`src/rtl/gpio_ctrl.sv`:
```
// GPIO controller: register-mapped pad outputs, synchronised inputs,
// edge-triggered interrupts with write-one-to-clear status.
module gpio_ctrl #(
  parameter int NUM_PINS    = 32,
  parameter int SYNC_STAGES = 2
) (
  input  logic                clk_i,
  input  logic                rst_i,
  input  logic                req_i,
  input  logic                we_i,
  input  logic [7:0]          addr_i,
  input  logic [31:0]         wdata_i,
  input  logic [3:0]          be_i,
  output logic                gnt_o,
  output logic                rvalid_o,
  output logic [31:0]         rdata_o,
  output logic                err_o,
  input  logic [NUM_PINS-1:0] gpio_i,
  output logic [NUM_PINS-1:0] gpio_o,
  output logic [NUM_PINS-1:0] gpio_oe_o,
  output logic                irq_o
);

  typedef logic [NUM_PINS-1:0] pins_t;

  pins_t dout_q, dir_q, en_rise_q, en_fall_q, status_q;
  pins_t dout_n, dir_n, en_rise_n, en_fall_n, status_n;
  pins_t sync_r [SYNC_STAGES];
  pins_t sync_q, prev_q, rise, fall, ev, clr, m, wd;

  logic [5:0]  idx;
  logic        mapped;
  logic [31:0] bmask, rd;
  logic        rvalid_q, err_q;
  logic [31:0] rdata_q;

  assign idx    = addr_i[7:2];
  assign mapped = (idx <= 6'd8);
  assign bmask  = {{8{be_i[3]}}, {8{be_i[2]}},
                   {8{be_i[1]}}, {8{be_i[0]}}};
  assign m      = bmask[NUM_PINS-1:0];
  assign wd     = wdata_i[NUM_PINS-1:0] & m;

  assign sync_q = sync_r[SYNC_STAGES-1];
  assign rise   = sync_q & ~prev_q;
  assign fall   = ~sync_q & prev_q;
  assign ev     = (rise & en_rise_q) | (fall & en_fall_q);

  // Next-state of the writable registers; a pending event beats W1C.
  always_comb begin
    dout_n    = dout_q;
    dir_n     = dir_q;
    en_rise_n = en_rise_q;
    en_fall_n = en_fall_q;
    clr       = '0;
    if (req_i && we_i) begin
      unique case (idx)
        6'd0:    dout_n    = (dout_q & ~m) | wd;
        6'd1:    dir_n     = (dir_q & ~m) | wd;
        6'd3:    dout_n    = dout_q | wd;
        6'd4:    dout_n    = dout_q & ~wd;
        6'd5:    dout_n    = dout_q ^ wd;
        6'd6:    en_rise_n = (en_rise_q & ~m) | wd;
        6'd7:    en_fall_n = (en_fall_q & ~m) | wd;
        6'd8:    clr       = wd;
        default: ;
      endcase
    end
    status_n = (status_q & ~clr) | ev;
  end

  // Read mux on pre-edge register values, zero-extended to 32 bits.
  always_comb begin
    rd = '0;
    if (req_i && !we_i) begin
      unique case (idx)
        6'd0:    rd[NUM_PINS-1:0] = dout_q;
        6'd1:    rd[NUM_PINS-1:0] = dir_q;
        6'd2:    rd[NUM_PINS-1:0] = sync_q;
        6'd6:    rd[NUM_PINS-1:0] = en_rise_q;
        6'd7:    rd[NUM_PINS-1:0] = en_fall_q;
        6'd8:    rd[NUM_PINS-1:0] = status_q;
        default: rd = '0;
      endcase
    end
  end

  // Register file and bus response.
  always_ff @(posedge clk_i) begin
    if (rst_i) begin
      dout_q    <= '0;
      dir_q     <= '0;
      en_rise_q <= '0;
      en_fall_q <= '0;
      status_q  <= '0;
      rvalid_q  <= 1'b0;
      err_q     <= 1'b0;
      rdata_q   <= '0;
    end else begin
      dout_q    <= dout_n;
      dir_q     <= dir_n;
      en_rise_q <= en_rise_n;
      en_fall_q <= en_fall_n;
      status_q  <= status_n;
      rvalid_q  <= req_i;
      err_q     <= req_i & ~mapped;
      rdata_q   <= rd;
    end
  end

  // Input synchroniser chain and edge-detect history.
  always_ff @(posedge clk_i) begin
    if (rst_i) begin
      for (int i = 0; i < SYNC_STAGES; i++)
        sync_r[i] <= '0;
      prev_q <= '0;
    end else begin
      sync_r[0] <= gpio_i;
      for (int i = 1; i < SYNC_STAGES; i++)
        sync_r[i] <= sync_r[i-1];
      prev_q <= sync_q;
    end
  end

  assign gnt_o     = req_i;
  assign rvalid_o  = rvalid_q;
  assign rdata_o   = rdata_q;
  assign err_o     = err_q;
  assign gpio_o    = dout_q;
  assign gpio_oe_o = dir_q;
  assign irq_o     = |status_q;

endmodule

```
`config.mk`:
```
export PLATFORM = sky130hd
export DESIGN_NAME = gpio_ctrl
export DESIGN_NICKNAME = d
export VERILOG_FILES = /design/src/rtl/gpio_ctrl.sv
export SDC_FILE = /design/constraint.sdc
export NUM_CORES = 1
export LEC_CHECK = 0
export CORE_MARGIN = 3
export CORE_UTILIZATION = 58
export DETAILED_ROUTE_END_ITERATION = 7
export MAX_ROUTING_LAYER = met4
export PLACE_DENSITY = 0.85
export SETUP_SLACK_MARGIN = 0.05
export SYNTH_ARGS = -nofsm -noshare
export SYNTH_HDL_FRONTEND = slang
export SYNTH_SLANG_ARGS = --single-unit
```
`constraint.sdc`:
```
create_clock -name clk_i -period 5.2 [get_ports clk_i]
set_input_delay 0.78 -clock clk_i [delete_from_list [all_inputs] [get_ports clk_i]]
set_output_delay 0.78 -clock clk_i [all_outputs]
set_load 0.005 [all_outputs]
```
==> results.yml <==
cts:
  cts_buffer_depth: 3
  cts_max_level: 1
  hold_buffers: 0
  clkSlewWorstSetupHoldPaths_ns: 0.06
  cts_buffers: 28
  cts-resized-gates: 0
  worstSkewPairLatency_ns: 0.54
  cts_setup_buffers: 0
  root_buffer: "clkbuf_16"
  cts.sinks: 290
  cts_tree: "yes"
power_and_ir_drop:
  p_leak_nw: 5.59
  seq_power_share_pct: 49.1
  vdd_ir_drop_max_v: 0.000248
  p_per_area_nw_per_um2: 312
  p_sw_mw: 1.07
  comb_power_share_pct: 6.8
  switching_share_pct: 23.1
  power.internal_mw: 3.57
  p_clk_share_pct: 44.2
setup_path:
  cp-end-kind: "output pin"
  slowest_stage: "nor4_1"
  cpLargestDelayFamily: "simple AND/OR/NAND/NOR gates"
  worst_setup_path_start_kind: "register"
  worst-path-buf-inv: 1
  crit_type: "reg -> out"
  worstPathArrival_ns: 2.55
  crit_chain: "nor4_1 > nand4_1 > or2_2 > clkdlybuf4s50_1"
  cp_max_fo: 3
  cp_data_required_time_ns: 4.42
  slowest_delay_ns: 0.51
global_route:
  track_usage_pct: 33.1
  top_usage_layer: "met2"
  grt_pass1_vias: 11100
  use_met1_pct: 41.0
  met2_usage_pct: 52.2
  antenna_found_initial: 1
  grt_pass1_wl_mm: 58.3
  grt_max_degree: 100
  use_met3_pct: 6.32
  grt.overflow.total: 0
synth:
  yosysTopAreaCell: "dfxtp_1"
  synth-seq-cells: 290
  syn_inst: 1287
  yosysTopAreaCellShare_pct: 48.1
  syn_area_per_cell_sq_um: 9.37
  syn_area_sq_um: 12100
  synthTopCellsByArea: "dfxtp_1 48%, a32o_1 4.3%, mux2i_1 4.3%, a21oi_1 4.2%, nor2b_1 3.7%"
  ys_seq_area_share_pct: 48.1
  synthArstFlopShare_pct: 0
  syn_nets: 1399
  ys_warn_count: 0
  synthDistinctLibCells: 52
  synth_edf_count: 0
  synth_flop_cell: "dfxtp_1"
floorplan:
  die_width_microns: 150
  die_y_microns: 150
  io-pin-count: 180
  row_count: 52
  core_area_sq_um: 20400
  die_area_sq_um: 22600
  start_util_pct: 59.2
timing:
  relSlewSlack_pct: 21.0
  fin_skew_ns: 0.00898
  min_period_over_period_pct: 64.0
  finalSetupTns_ns: 0
  finalCriticalPeriod_ns: 3.33
  slew_violations: 0
  worst_slew_pin_slew_ns: 1.18
  setup_violations: 0
  hold_violations: 0
  max_freq_ghz: 0.300
  rsz0062_at_grt: "false"
  holdWs_ns: 0.436
layout:
  area_delta_synth_final_pct: 23.6
  final_core_util_pct: 73.2
  finalNetCount: 1531
  mostFrequentLayoutCell: "dfxtp_1"
  layout_common_cells: "290 x dfxtp_1, 175 x clkdlybuf4s50_1, 114 x nor2_1, 101 x a21oi_1, 93 x nand2_1"
  n_fill_cell: 1453
  multi_input_area_sq_um: 5700
  instances_no_fill: 1708
  final-seq-area_sq_um: 5810
  drive_gt1_share_pct: 7.17
drt:
  firstDrtPassIters: 7
  wire_per_inst_microns: 21.8
  vias: 11400
  drt-total-wl_mm: 37.3
  detail-route-antenna-nets: 0
  drtIter0Drc: 1522
  vias_per_cell: 6.68
  remaining_drc_errors: 0
place:
  routabilityCongestion: 0.906
  portBuffers: 177
  place_inst: 1659
  hpwl_mm: 22.9
run:
  cap_violations: 0
min_path:
  hold_class: "reg -> reg"
outcome:
  outcome: "complete, no violations"
## cell families (layout without fill, tap and decap cells)
| logic type | count (synthesis) | in the layout | share of synthesized area [%] |
|---|---|---|---|
| buf+inv | 141 | 291 | 4.94 |
| other cells | 0 | 1 | 0 |
| fa+ha+maj | 32 | 32 | 3.32 |
| mux | 56 | 56 | 4.69 |
| xor+xnor | 2 | 2 | 0.145 |
| simple gates | 374 | 374 | 15.6 |
| compound gates | 392 | 392 | 23.2 |
| flops | 290 | 290 | 48.1 |
## final cells by class
class | count | area share, %
inverters | 39 | 0.982
repair buffers | 204 | 13.3
multi-input cells | 856 | 38.2
clock buffers | 33 | 5.10
well taps | 270 | 2.27
clock inverters | 15 | 1.14
diodes | 1 | 0.0168
flip-flops and latches | 290 | 38.9
## cells in the mapped netlist (2+ instances only)
master	count
dfxtp_1	290
nor2_1	115
a21oi_1	101
nand2_1	93
nor2b_1	71
clkbuf_1	64
a32o_1	52
mux2i_1	52
a31oi_1	46
inv_1	39
o21ai_0	34
ha_1	32
a221oi_1	30
o211ai_1	30
a22oi_1	29
buf_2	29
nor3_1	21
nand4_1	16
a222oi_1	14
a22o_1	12
a311oi_1	12
o21ai_1	12
and3b_1	10
o221a_2	10
nor4_1	9
nand2b_1	8
nand3_1	7
a2111oi_0	4
a2111oi_1	4
and2_1	4
buf_1	4
mux2_2	4
buf_6	3
or4_4	3
a21o_1	2
buf_4	2
nand3b_1	2
or2_2	2
xnor2_1	2
## per-stage QoR
step	instance area (sq um)	total power, mW	setup slack (ns)
4_1_cts	14900	4.65	1.95
3_5_place_dp	14000	2.63	1.68
2_1_floorplan	12100	2.49	2.85
6_report	14900	4.65	1.87
3_3_place_gp	14000	2.62	1.70
5_1_grt	14900	4.77	1.81
## power groups by stage
stage          Sequential [mW]  Clock (mW)  Combinational, mW
6_report                  2.28        2.05              0.316
2_1_floorplan             2.32           0              0.168
3_5_place_dp              2.33           0              0.307
3_3_place_gp              2.33           0              0.299
4_1_cts                   2.28        2.06              0.309
5_1_grt                   2.28        2.15              0.340
## path summary, 6_finish.rpt
path                             from                        to  slack, ns  depth (start not counted)
min          sync_r[0][17]$_SDFF_PP0_  sync_r[0][49]$_SDFF_PP0_       0.44                          1
min reg2reg  sync_r[0][17]$_SDFF_PP0_  sync_r[0][49]$_SDFF_PP0_       0.44                          1
max            status_q[1]$_SDFF_PP0_                     irq_o       1.87                          4
max reg2reg    gpio_o[1]$_SDFFE_PP0P_    gpio_o[1]$_SDFFE_PP0P_       3.72                          4
## layer usage
metal  vias up  wire length [microns]
li1       5031                      -
met1      5383                  13800
met2       822                  17200
met3       170                   4380
met4         0                   1890
met5         -                      0
(Power assumes the default switching activity.)
